<file path="src/rtl/mat_pkg.sv">
// Shared types and helpers for the N x N multiply-accumulate engine.
// Latency: n/a (types and pure functions only).
// Backpressure: n/a.
package mat_pkg;

    typedef enum logic [1:0] {IDLE, RUN, DONE} state_e;

    // Widest element the generic saturation helper handles.
    localparam int MAX_W     = 32;
    localparam int MAX_ACC_W = 2*MAX_W + 9;

    function automatic int acc_width(input int n, input int width);
        return 2*width + $clog2(n) + 1;
    endfunction

    // Row-major packing with element (0,0) in the MSBs.
    function automatic int elem_lsb(input int i, input int j, input int n, input int width);
        return (n*n - 1 - (i*n + j)) * width;
    endfunction

    function automatic logic [MAX_W-1:0] sat_trunc(input logic [MAX_ACC_W-1:0] acc,
                                                   input logic                 sat,
                                                   input int                   width);
        logic [MAX_ACC_W-1:0] lim;
        lim = (MAX_ACC_W'(1) << width) - MAX_ACC_W'(1);
        if (sat && (acc > lim)) begin
            return MAX_W'(lim);
        end
        return MAX_W'(acc & lim);
    endfunction

endpackage

</file>
<file path="src/rtl/mat_mac_pe.sv">
// One accumulator cell acc[i][j]: preload with C, then add one product per enabled cycle.
// Latency: result/overflow outputs reflect the accumulator value after the current edge.
// Backpressure: none; the engine FSM gates load and acc_en.
module mat_mac_pe
    import mat_pkg::*;
#(
    parameter int WIDTH = 8,
    parameter int ACC_W = 18
) (
    input  logic             clk,
    input  logic             reset,
    input  logic             load,
    input  logic [WIDTH-1:0] c_in,
    input  logic             acc_en,
    input  logic [WIDTH-1:0] a_in,
    input  logic [WIDTH-1:0] b_in,
    input  logic             sat,
    output logic [WIDTH-1:0] res_nxt,
    output logic             ovf_nxt
);

    localparam int PW = 2*WIDTH;

    logic [ACC_W-1:0] acc_q, acc_d;
    logic [PW-1:0]    prod;

    always_comb begin
        prod  = PW'(a_in) * PW'(b_in);
        acc_d = acc_q;
        if (load) begin
            acc_d = ACC_W'(c_in);
        end else if (acc_en) begin
            acc_d = acc_q + ACC_W'(prod);
        end
    end

    // Exposing the next value lets the engine capture the final sum on the last k edge.
    assign res_nxt = WIDTH'(sat_trunc(MAX_ACC_W'(acc_d), sat, WIDTH));
    assign ovf_nxt = |(acc_d >> WIDTH);

    always_ff @(posedge clk or posedge reset) begin
        if (reset) begin
            acc_q <= '0;
        end else begin
            acc_q <= acc_d;
        end
    end

endmodule

</file>
<file path="src/rtl/mat_mac_engine.sv">
// Sequential N x N unsigned R = A*B + C with wrap or saturate output and overflow flag.
// Latency: out_valid rises N edges after the accepting edge; one set per N+2 cycles.
// Backpressure: in_ready only in IDLE; Res/out_ovf held in DONE until out_ready.
module mat_mac_engine
    import mat_pkg::*;
#(
    parameter int N     = 2,
    parameter int WIDTH = 8
) (
    input  logic                   clk,
    input  logic                   reset,
    input  logic                   in_valid,
    output logic                   in_ready,
    input  logic [N*N*WIDTH-1:0]   A,
    input  logic [N*N*WIDTH-1:0]   B,
    input  logic [N*N*WIDTH-1:0]   C,
    input  logic                   sat_mode,
    output logic                   out_valid,
    input  logic                   out_ready,
    output logic [N*N*WIDTH-1:0]   Res,
    output logic                   out_ovf,
    output logic                   busy
);

    localparam int ACC_W = acc_width(N, WIDTH);
    localparam int KW    = $clog2(N);
    localparam int VW    = N*N*WIDTH;

    state_e          state_q, state_d;
    logic [KW-1:0]   k_q, k_d;
    logic [VW-1:0]   a_q, a_d, b_q, b_d;
    logic [VW-1:0]   res_q, res_d;
    logic            sat_q, sat_d;
    logic            ovf_q, ovf_d;
    logic            out_vld_q, out_vld_d;
    logic            load, acc_en;
    logic [VW-1:0]   res_all;
    logic [N*N-1:0]  ovf_all;
    logic [WIDTH-1:0] a_m [N][N];
    logic [WIDTH-1:0] b_m [N][N];

    always_comb begin
        for (int i = 0; i < N; i++) begin
            for (int j = 0; j < N; j++) begin
                a_m[i][j] = a_q[elem_lsb(i, j, N, WIDTH) +: WIDTH];
                b_m[i][j] = b_q[elem_lsb(i, j, N, WIDTH) +: WIDTH];
            end
        end
    end

    // Each cell consumes column k of A's row i and row k of B's column j.
    for (genvar gi = 0; gi < N; gi++) begin : g_row
        for (genvar gj = 0; gj < N; gj++) begin : g_col
            mat_mac_pe #(
                .WIDTH (WIDTH),
                .ACC_W (ACC_W)
            ) u_pe (
                .clk     (clk),
                .reset   (reset),
                .load    (load),
                .c_in    (C[elem_lsb(gi, gj, N, WIDTH) +: WIDTH]),
                .acc_en  (acc_en),
                .a_in    (a_m[gi][k_q]),
                .b_in    (b_m[k_q][gj]),
                .sat     (sat_q),
                .res_nxt (res_all[elem_lsb(gi, gj, N, WIDTH) +: WIDTH]),
                .ovf_nxt (ovf_all[gi*N + gj])
            );
        end
    end

    always_comb begin
        state_d   = state_q;
        k_d       = k_q;
        a_d       = a_q;
        b_d       = b_q;
        sat_d     = sat_q;
        res_d     = res_q;
        ovf_d     = ovf_q;
        out_vld_d = out_vld_q;
        load      = 1'b0;
        acc_en    = 1'b0;
        case (state_q)
            IDLE: begin
                if (in_valid) begin
                    a_d     = A;
                    b_d     = B;
                    sat_d   = sat_mode;
                    load    = 1'b1;
                    k_d     = '0;
                    state_d = RUN;
                end
            end
            RUN: begin
                acc_en = 1'b1;
                k_d    = k_q + KW'(1);
                if (k_q == KW'(N-1)) begin
                    res_d     = res_all;
                    ovf_d     = |ovf_all;
                    out_vld_d = 1'b1;
                    k_d       = '0;
                    state_d   = DONE;
                end
            end
            DONE: begin
                if (out_ready) begin
                    out_vld_d = 1'b0;
                    state_d   = IDLE;
                end
            end
            default: begin
                state_d   = IDLE;
                out_vld_d = 1'b0;
            end
        endcase
    end

    always_ff @(posedge clk or posedge reset) begin
        if (reset) begin
            state_q   <= IDLE;
            k_q       <= '0;
            a_q       <= '0;
            b_q       <= '0;
            sat_q     <= 1'b0;
            res_q     <= '0;
            ovf_q     <= 1'b0;
            out_vld_q <= 1'b0;
        end else begin
            state_q   <= state_d;
            k_q       <= k_d;
            a_q       <= a_d;
            b_q       <= b_d;
            sat_q     <= sat_d;
            res_q     <= res_d;
            ovf_q     <= ovf_d;
            out_vld_q <= out_vld_d;
        end
    end

    assign in_ready  = (state_q == IDLE);
    assign busy      = (state_q != IDLE);
    assign out_valid = out_vld_q;
    assign Res       = res_q;
    assign out_ovf   = ovf_q;

endmodule
</file>
<file path="config.mk">
export PLATFORM = sky130hd
export DESIGN_NAME = mat_mac_engine
export DESIGN_NICKNAME = d
export VERILOG_FILES = /design/src/rtl/mat_pkg.sv /design/src/rtl/mat_mac_pe.sv /design/src/rtl/mat_mac_engine.sv
export SDC_FILE = /design/constraint.sdc
export NUM_CORES = 1
export LEC_CHECK = 0
export ABC_AREA = 1
export CAP_MARGIN = 20
export CORE_ASPECT_RATIO = 0.7
export CORE_MARGIN = 2
export CORE_UTILIZATION = 30
export CTS_BUF_LIST = sky130_fd_sc_hd__clkbuf_8
export CTS_CLUSTER_SIZE = 10
export DETAILED_ROUTE_END_ITERATION = 16
export GPL_ROUTABILITY_DRIVEN = 0
export GPL_TIMING_DRIVEN = 0
export PLACE_DENSITY = 0.5
export SLEW_MARGIN = 20
export SYNTH_ARGS = -nofsm -noshare
export SYNTH_HDL_FRONTEND = slang
export SYNTH_SLANG_ARGS = --single-unit
</file>
<file path="constraint.sdc">
create_clock -name clk -period 6.3 [get_ports clk]
set_input_delay 1.89 -clock clk [delete_from_list [all_inputs] [get_ports clk]]
set_output_delay 1.89 -clock clk [all_outputs]
set_load 0.02 [all_outputs]
</file>
==> flow_summary.json, run 1 <==
{
  "finalCriticalPeriod_ps": 6090,
  "place_inst": 3549,
  "hold_path.class": "reg2reg",
  "ys.warnings.count": 0,
  "dp_hpwl_mm": 55.9,
  "routed_wl_mm": 67.8,
  "setup_viol": 0,
  "htreeDepth": 4,
  "cp_num_buf_inv": 4,
  "synthFlopType": "dfrtp_1",
  "design.core.area_sq_um": 63000,
  "yosys_register_bits": 174,
  "outcome": "complete, no violations",
  "grt_start_max_net_pins": 34,
  "critPathKind": "reg2reg",
  "grt.overflow.total": 0,
  "drt_iter0_markers": 1555,
  "post-route-period-util": 0.966,
  "synth_top_area_share": 0.228,
  "critPathTopFamily": "adder cells",
  "cts-buffers-inserted": 17,
  "cts_tree": "done",
  "synthTopCellsByArea": "dfrtp_1 (23%), fa_1 (21%), nand2_1 (13%), inv_1 (12%), ha_1 (10%)",
  "start_util": 0.303,
  "core.rowCount": 77,
  "dr.pass1.iters": 5,
  "yosysTopAreaCell": "dfrtp_1",
  "worst_pin_slew_ps": 1240,
  "synth_seq_area_share": 0.228,
  "drive_gt1_frac": 0.0927,
  "slowest_delay_ps": 520,
  "r2r-start": "k_q$_DFFE_PP0P_",
  "async_reset_ff_frac": 1.00,
  "grt_pass1_vias": 17000,
  "rsz0062_at_grt": "no",
  "final_cells": 3603,
  "syn_avg_cell_area_sq_um": 7.41,
  "slowest_stage": "fa_1",
  "cp-end-kind": "flip-flop",
  "yosysUniqueCellTypes": 44,
  "finalHoldViolCount": 0,
  "critPathMaxFanout": 10,
  "syn_area_sq_um": 19100,
  "multi_input_comb_area_sq_um": 12100,
  "required_ps": 6770,
  "die_h_microns": 215,
  "cp-startpoint": "k_q$_DFFE_PP0P_",
  "finalSetupTns_ps": 0,
  "num-nets-final": 3221,
  "r2r_slack_ps": 210,
  "die_w_microns": 306,
  "hold_start": "b_m[15]$_DFFE_PP0P_",
  "antenna_found_initial": 1,
  "grt_pass1_wl_mm": 104,
  "synth_edf_count": 0,
  "dieArea_sq_um": 65700,
  "portBuffers": 136,
  "register_area_sq_um": 4360,
  "via_per_inst": 4.70,
  "fin_worst_skew_ps": 38.1,
  "maxSlewHeadroom": 0.164,
  "slew_viol_final": 0,
  "cts-root-buf": "clkbuf_8",
  "drc": 0,
  "cts_sinks": 174,
  "num-fill-cells": 6743,
  "r2r_end": "out_ovf$_DFFE_PP0P_",
  "crit_top_cell": "nand2_1",
  "post_drt_wl_per_cell_microns": 18.8,
  "cap_violations": 0,
  "fmax_mhz": 164,
  "hold_end": "b_m[15]$_DFFE_PP0P_",
  "clk_latency_ps": 580,
  "holdBufCountCts": 0,
  "whs_path_depth": 2,
  "track_usage": 0.211,
  "r2r_cells": 26,
  "io_pins": 137,
  "antenna_left": 0,
  "syn_nets": 3037,
  "cts.clk_slew.worst_paths_ps": 140,
  "clockBufferDepth": 2,
  "netlist_instances": 2576,
  "cp.arrival_ps": 6550,
  "syn2layout_area_growth_pct": 18.2,
  "cp-start-kind": "flip-flop",
  "vias": 16900
}
-- how the worst max path moves through the flow --
stage / slack [ps] / cells after the start / to
final: 210 / 26 / out_ovf$_DFFE_PP0P_
after global routing: 20 / 30 / out_ovf$_DFFE_PP0P_
after CTS: 2 / 28 / out_ovf$_DFFE_PP0P_
after detailed placement: -830 / 28 / out_ovf$_DFFE_PP0P_
after global placement: -1180 / 26 / out_ovf$_DFFE_PP0P_
after floorplan: 1210 / 29 / Res[16]$_DFFE_PP0P_
-- synthesized netlist by cell type, types with 9 or more instances --
library cell / instances
fa_1: 200
or2_2: 49
xnor2_1: 9
a31oi_1: 24
nand4_1: 15
a21oi_1: 46
clkbuf_1: 41
inv_1: 630
a21boi_1: 14
a21boi_2: 10
buf_2: 20
nand3_1: 126
dfrtp_1: 174
o21ai_0: 90
nand2_1: 639
nor2_1: 239
nand2_2: 10
ha_1: 160
-- registers in the layout, indices dropped and copies added, names as in the netlist, 2 cells and up --
name,count
a_m,32
g_row.g_col.u_pe.acc_q,72
Res,32
b_m,32
state_q,2
-- layout make-up --
type,count,area share
clock buffer,17,0.0104
sequential,174,0.193
timing repair buffer,166,0.0764
multi-input combinational,1687,0.537
antenna,1,0.000111
clock inverter,15,0.00854
tap,829,0.0460
inverter,636,0.107
buffer,78,0.0223
-- worst min-delay path: cells and delay by family (launching register included) --
| kind | cells | cell delay (ps) |
|---|---|---|
| flip-flops | 1 | 360 |
| AND/OR/NAND/NOR | 2 | 110 |
-- cell families (layout without fill, tap and decap cells) --
| kind of cell | after synthesis | after routing | share of synthesized area |
|---|---|---|---|
| buffers and inverters | 715 | 912 | 0.146 |
| other | 0 | 1 | 0 |
| and+or+nand+nor | 1108 | 1108 | 0.241 |
| DFF | 174 | 174 | 0.228 |
| xor gates and xnor gates | 14 | 14 | 0.00642 |
| AOI/OAI and AO/OA | 205 | 205 | 0.0637 |
| adders and majority gates | 360 | 360 | 0.314 |
-- cell usage in the layout (no fill, tap or decap), types with 6 or more instances in the layout --
| cell type | synthesis | routed |
|---|---|---|
| fa_1 | 200 | 200 |
| clkdlybuf4s50_1 | 0 | 136 |
| inv_1 | 630 | 613 |
| a21boi_2 | 10 | 10 |
| buf_12 | 0 | 11 |
| nand4_1 | 15 | 15 |
| ha_1 | 160 | 160 |
| clkinv_8 | 0 | 6 |
| o21ai_2 | 1 | 7 |
| o21ai_1 | 6 | 12 |
| a21oi_1 | 46 | 46 |
| nand2_1 | 639 | 639 |
| buf_2 | 20 | 24 |
| xnor2_1 | 9 | 9 |
| o21ai_0 | 90 | 67 |
| dfrtp_1 | 174 | 173 |
| o21ai_4 | 1 | 12 |
| or2_2 | 49 | 49 |
| clkbuf_1 | 41 | 10 |
| nor2_1 | 239 | 238 |
| nand3_1 | 126 | 126 |
| nand2_2 | 10 | 10 |
| inv_2 | 3 | 17 |
| buf_4 | 5 | 29 |
| a31oi_1 | 24 | 24 |
| clkbuf_8 | 0 | 17 |
| nor3_1 | 8 | 8 |
| buf_6 | 8 | 14 |
| clkbuf_2 | 1 | 9 |
| a21boi_1 | 14 | 14 |
| clkbuf_4 | 0 | 7 |
| a2bb2oi_1 | 7 | 7 |
-- layer usage --
metal / vias up / routed length [microns] / GRT usage
li1: 8019 / - / -
met1: 8195 / 33400 / 0.320
met2: 666 / 26100 / 0.289
met3: 63 / 7150 / 0.0657
met4: 0 / 1200 / 0.0476
met5: - / 0 / 0
-- metrics by stage --
step                setup WS [ps]   util  area (sq um)  hold slack [ps]
CTS                          1.66  0.354         22300              490
finish                        214  0.358         22600              493
floorplan                    1210      -         19100              441
global placement            -1180  0.341         21500              460
global route                 15.4  0.358         22600              504
detailed placement           -825  0.344         21700              460
-- timing repair --
item	4_1_cts	5_1_grt
pin swaps	1	7
gates resized for setup	62	90
setup endpoints to repair	33	33
buffers inserted	8	14
Power of run 1 is left out: the tool's default activity adds up to more than one toggle a clock period on the data nets, which glitch-free logic cannot reach.
==> run 2, diff against run 1 <==
- ABC_AREA: 1 -> unset
- CTS_CLUSTER_SIZE: 10 -> unset
==> run 2 against run 1 <==
Net effect: highest routed layer unchanged; via count is 5.9% lower; worst setup slack worse by 400 ps; final area is 5.0% higher; the run now ends with setup timing left; non-clock buffer count increased by 102; core utilization increased by 4.5 points; sequential cell count did not move; clock skew shrank 19 ps; cell count decreased by 11%.
==> flow_summary.json, run 2 <==
{
  "synthTopCellsByArea": "dfrtp_1 (24%), fa_1 (22%), ha_1 (11%), nand2_1 (8.5%), inv_1 (8.0%)",
  "worst_pin_slew_ps": 1060,
  "synthFlopType": "dfrtp_1",
  "largest_reg_flops": 72,
  "antenna_found_initial": 0,
  "cp.arrival_ps": 6930,
  "highest_layer": "met4",
  "regMostFlops": "g_row.g_col.u_pe.acc_q",
  "post-route-period-util": 1.03,
  "syn_avg_cell_area_sq_um": 8.61,
  "syn2layout_area_growth_pct": 31.9,
  "via_per_inst": 5.00,
  "cts.clk_slew.worst_paths_ps": 110,
  "slew_viol_final": 0,
  "place_ws_ps": -2330,
  "cap_violations": 0,
  "drive_gt1_frac": 0.167,
  "yosysUniqueCellTypes": 72,
  "fin_ws_ps": -187,
  "routed_wl_mm": 68.7,
  "outcome": "finished, violations left",
  "place_inst": 3029,
  "yosys_register_bits": 174,
  "cts_sinks": 174,
  "wl_met2_mm": 28.4,
  "cts-root-buf": "clkbuf_8",
  "final_cells": 3189,
  "fin_worst_skew_ps": 19.3,
  "yosysTopAreaCell": "dfrtp_1",
  "fmax_mhz": 154,
  "design.core.area_sq_um": 58800,
  "die_w_microns": 296,
  "num-nets-final": 2838,
  "vias": 15900,
  "cp-end-kind": "flip-flop",
  "post_drt_wl_per_cell_microns": 21.5,
  "clk_latency_ps": 560,
  "start_util": 0.305,
  "final_common_cell": "nand2_1",
  "async_reset_ff_frac": 1.00,
  "violations": "setup timing",
  "dr.pass1.iters": 6,
  "syn_nets": 2546,
  "core.rowCount": 74,
  "wl_met3_mm": 6.79,
  "dp_hpwl_mm": 50.8,
  "finalSetupTns_ps": -1440,
  "synth_edf_count": 0,
  "synth_top_area_share": 0.242,
  "drc": 0,
  "wl_met1_mm": 31.9,
  "dieArea_sq_um": 61900,
  "finalHoldViolCount": 0,
  "setup_viol": 9,
  "syn_area_sq_um": 18000,
  "drt_iter0_markers": 1312,
  "clockBufferDepth": 2,
  "yosysMostFrequentCell": "nand2_1",
  "required_ps": 6750,
  "grt_pass1_wl_mm": 101,
  "ys.warnings.count": 0,
  "grt_pass1_vias": 15700,
  "layout_common_cells": "nand2_1 (400), inv_1 (375), nor2_1 (205)",
  "hold_path.class": "reg2reg",
  "cts_tree": "done",
  "critPathKind": "reg2reg",
  "die_h_microns": 209,
  "synth_seq_area_share": 0.242,
  "io_pins": 137,
  "cts-buffers-inserted": 17,
  "num-fill-cells": 5840,
  "netlist_instances": 2085,
  "critPathMaxFanout": 8,
  "finalCriticalPeriod_ps": 6490,
  "maxSlewHeadroom": 0.296,
  "rsz0062_at_grt": "yes",
  "htreeDepth": 4,
  "cp-start-kind": "flip-flop",
  "netlist_top_cells_count": "nand2_1 (408), inv_1 (383), nor2_1 (218)",
  "track_usage": 0.222,
  "grt_start_max_net_pins": 33,
  "grt.overflow.total": 0,
  "antenna_left": 0,
  "portBuffers": 136
}
==> run 2: critical path, cell delays in order (launching register included) <==
cell and delay, ps:
dfrtp_2 420, buf_12 160, buf_12 160, mux2i_4 350, clkbuf_16 230, buf_8 110, nor2_2 30, fa_1 460
fa_1 510, fa_1 510, inv_2 40, fa_1 490, inv_2 50, ha_4 280, buf_4 120, nand4_1 190
o31ai_2 450, o31a_1 180, o31ai_1 120, or4_4 570, or4_4 460, a21o_4 290, o22a_1 190
==> run 2: cells by family (layout without fill, tap and decap cells) <==
| group | after synthesis | after routing | share of synthesized area |
|---|---|---|---|
| and+or+nand+nor | 718 | 718 | 0.164 |
| xor gates and xnor gates | 27 | 27 | 0.0132 |
| adders and majority gates | 360 | 360 | 0.334 |
| other | 0 | 1 | 0 |
| buffers and inverters | 458 | 761 | 0.0961 |
| muxes | 76 | 78 | 0.0447 |
| DFF | 174 | 174 | 0.242 |
| AOI/OAI and AO/OA | 272 | 272 | 0.105 |
==> run 2: area by class of cell <==
type	count	area (sq um)	area share
clock inverter	13	164	0.00692
clock buffer	19	262	0.0110
timing repair buffer	276	2730	0.115
multi-input combinational	1455	13100	0.555
buffer	70	597	0.0252
tap	798	998	0.0421
inverter	383	1440	0.0608
antenna	1	2.50	0.000106
sequential	174	4360	0.184
==> run 2: layer usage <==
metal | up-vias | global-route usage
met2 | 711 | 0.306
li1 | 7212 | -
met5 | - | 0
met4 | 0 | 0.0552
met3 | 76 | 0.0633
met1 | 7947 | 0.336
==> run 2: timing repair <==
| item | in CTS | in global routing |
|---|---|---|
| hold buffers | 0 | 0 |
| setup buffers | 74 | 51 |
| pin swaps | 29 | 56 |
| endpoints found under the setup margin | 56 | 34 |
| resized for setup | 210 | 131 |
| gates cloned | 4 | 3 |
==> run 2: worst paths after layout <==
| check | slack (ps) | cells after the start | startpoint | end |
|---|---|---|---|---|
| min in group asynchronous | 1710 | 2 | reset | Res[8]$_DFFE_PP0P_ |
| max reg2reg | -190 | 22 | k_q$_DFFE_PP0P_ | Res[1]$_DFFE_PP0P_ |
| min | 510 | 1 | g_row[1].g_col[1].u_pe.acc_q[17]$_DFF_PP0_ | g_row[1].g_col[1].u_pe.acc_q[17]$_DFF_PP0_ |
| max | -190 | 22 | k_q$_DFFE_PP0P_ | Res[1]$_DFFE_PP0P_ |
| min reg2reg | 510 | 1 | g_row[1].g_col[1].u_pe.acc_q[17]$_DFF_PP0_ | g_row[1].g_col[1].u_pe.acc_q[17]$_DFF_PP0_ |
| max in group asynchronous | 3790 | 4 | reset | a_m[29]$_DFFE_PP0P_ |
==> run 2: per-stage QoR <==
stage | instance area, sq um | hold WS [ps] | util
after floorplan | 18000 | 435 | -
after global placement | 20300 | 478 | 0.346
after detailed placement | 20600 | 479 | 0.350
after CTS | 22800 | 505 | 0.387
after global routing | 23700 | 536 | 0.403
final | 23700 | 506 | 0.403
Power of run 2 is left out for the same reason.
==> run 3, diff against run 2 <==
- GPL_TIMING_DRIVEN: 0 -> unset
- SYNTH_HIERARCHICAL: unset -> 1
==> run 3 against run 2 <==
Net effect: the run now ends clean; sequential share of layout area is 0.14 points higher; worst hold slack better by 11 ps; worst setup slack better by 240 ps; largest cell class unchanged.
==> flow_summary.json, run 3 <==
{
  "synthMuxAreaShare": 0.104,
  "clockBufferDepth": 2,
  "crit_top_cell": "fa_1",
  "fin_ws_ps": 56.9,
  "antenna_found_initial": 0,
  "cp.arrival_ps": 6720,
  "syn_area_sq_um": 19000,
  "synth-compound-area-share": 0.0984,
  "setup_viol": 0,
  "cp-end-kind": "flip-flop",
  "place_ws_ps": -40.1,
  "critPathTopFamily": "adder cells",
  "slowest_delay_ps": 510,
  "ys.warnings.count": 6,
  "design.core.area_sq_um": 62900,
  "async_reset_ff_frac": 1.00,
  "critPathMaxFanout": 8,
  "r2r_slack_ps": 60,
  "post-route-period-util": 0.991,
  "grt.overflow.total": 0,
  "path_cells": "buf_12 > clkbuf_16 > mux2_4 > buf_6 > and2_4 > fa_1 > fa_1 > fa_1 > inv_1 > fa_1 > inv_2 > ha_4 > buf_6 > buf_4 > and3_2 > a21bo_2 > a21oi_1 > mux2i_1 > nand4_1 > o41ai_4 > buf_6 > nand2b_1 > mux2_2",
  "post_drt_wl_per_cell_microns": 18.8,
  "layout_common_cells": "inv_1 (377), nand2_1 (206), fa_1 (192)",
  "finalHoldViolCount": 0,
  "cts_tree": "done",
  "drt_iter0_markers": 811,
  "worst_pin_slew_ps": 854,
  "clk_latency_ps": 600,
  "finalCriticalPeriod_ps": 6240,
  "yosysTopAreaCell": "dfrtp_1",
  "synthTopCellsByArea": "dfrtp_1 (23%), fa_1 (21%), ha_1 (11%), inv_1 (7.4%), mux2_2 (6.6%)",
  "hold_path.class": "reg2reg",
  "syn2layout_area_growth_pct": 23.5,
  "synth_top_area_share": 0.229,
  "rsz0062_at_grt": "yes",
  "die_w_microns": 305,
  "routed_wl_mm": 58.0,
  "grt_pass1_vias": 15500,
  "track_usage": 0.173,
  "yosysMostFrequentCell": "inv_1",
  "synth_top_family_by_area": "adder cells",
  "cts-buffers-inserted": 17,
  "final_common_cell": "inv_1",
  "synth_fa_ha_area_frac": 0.316,
  "synth-xor-area-share": 0.0110,
  "dp_hpwl_mm": 43.8,
  "slew_viol_final": 0,
  "cap_violations": 0,
  "cp-start-kind": "flip-flop",
  "cts_sinks": 174,
  "finalSetupTns_ps": 0,
  "largest_reg_flops": 72,
  "die_h_microns": 215,
  "final_cells": 3079,
  "regMostFlops": "g_row.g_col.u_pe/acc_q",
  "cts.clk_slew.worst_paths_ps": 110,
  "synth_edf_count": 0,
  "portBuffers": 136,
  "netlist_instances": 1993,
  "grt_start_max_net_pins": 66,
  "num-nets-final": 2696,
  "required_ps": 6780,
  "critPathKind": "reg2reg",
  "vias": 14700,
  "maxSlewHeadroom": 0.430,
  "drc": 0,
  "place_inst": 3019,
  "cp_num_buf_inv": 8,
  "whs_ps": 517,
  "slowest_stage": "fa_1",
  "fmax_mhz": 160,
  "synth_simple_gate_area_frac": 0.153,
  "netlist_top_cells_count": "inv_1 (377), nand2_1 (207), fa_1 (200)",
  "start_util": 0.302,
  "yosys_register_bits": 174,
  "yosysUniqueCellTypes": 87,
  "synthFlopType": "dfrtp_1",
  "dieArea_sq_um": 65500,
  "dr.pass1.iters": 5,
  "outcome": "complete, no violations",
  "holdBufCountCts": 0,
  "grt_pass1_wl_mm": 88.3,
  "io_pins": 137,
  "syn_nets": 2454,
  "fin_worst_skew_ps": 23.2,
  "syn_avg_cell_area_sq_um": 9.55,
  "antenna_left": 0,
  "drive_gt1_frac": 0.187,
  "cts-root-buf": "clkbuf_8",
  "htreeDepth": 4,
  "core.rowCount": 77,
  "synth_seq_area_share": 0.229,
  "via_per_inst": 4.79,
  "num-fill-cells": 6302
}
run 3: cell count changes in the layout (fill, tap and decap cells not counted), moves of 11 or more:
cell      delta
nor2_1     -145
o22a_1      -25
mux2_2      +69
mux2_4      +37
nand2b_1    +21
clkbuf_1    -31
mux2i_4     -28
buf_1       -12
a31oi_1     -19
mux2i_1     +27
o21ai_0     +19
and2_1     +127
nand2_1    -194
nor3_1      +11
run 3: logic make-up after synthesis:
family | Yosys count
AO/OA/AOI/OAI | 264
AND/OR/NAND/NOR | 565
buffers and inverters | 434
multiplexers | 172
adder cells (fa/ha/maj) | 360
flip-flops | 174
XOR/XNOR | 24
run 3: metal layers:
layer | track usage | share of wire | vias up
li1 | - | - | 6960
met1 | 0.255 | 0.50 | 7416
met2 | 0.255 | 0.43 | 316
met3 | 0.0374 | 0.053 | 42
met4 | 0.0460 | 0.016 | 0
met5 | 0 | 0 | -
run 3: layout make-up:
| cell class | instances | area [sq um] | area share |
|---|---|---|---|
| Inverter | 379 | 1430 | 0.0606 |
| Sequential cell | 174 | 4360 | 0.185 |
| Multi-Input combinational cell | 1391 | 13700 | 0.582 |
| Timing Repair Buffer | 272 | 2620 | 0.112 |
| Tap cell | 829 | 1040 | 0.0441 |
| Clock buffer | 17 | 234 | 0.00995 |
| Clock inverter | 15 | 136 | 0.00580 |
| Antenna cell | 2 | 5.00 | 0.000213 |
run 3: final timing paths:
kind,startpoint,endpoint,cells past startpoint
min in group asynchronous,reset,Res[22]$_DFFE_PP0P_,2
max reg2reg,k_q$_DFFE_PP0P_,Res[14]$_DFFE_PP0P_,23
max,k_q$_DFFE_PP0P_,Res[14]$_DFFE_PP0P_,23
min,a_m[31]$_DFFE_PP0P_,a_m[31]$_DFFE_PP0P_,1
max in group asynchronous,reset,b_m[26]$_DFFE_PP0P_,3
min reg2reg,a_m[31]$_DFFE_PP0P_,a_m[31]$_DFFE_PP0P_,1
run 3: stage by stage:
| stage | area [sq um] | utilization |
|---|---|---|
| 2_1_floorplan | 19000 | - |
| 3_3_place_gp | 22100 | 0.352 |
| 3_5_place_dp | 22100 | 0.352 |
| 4_1_cts | 22500 | 0.358 |
| 5_1_grt | 23500 | 0.374 |
| 6_report | 23500 | 0.374 |
run 3: timing repair:
action / CTS / global route
buffers inserted: 1 / 15
gates cloned: 0 / 9
gates resized for setup: 7 / 149
setup endpoints to repair: 25 / 33
pin swaps: 2 / 52
Power of run 3 is left out for the same reason.
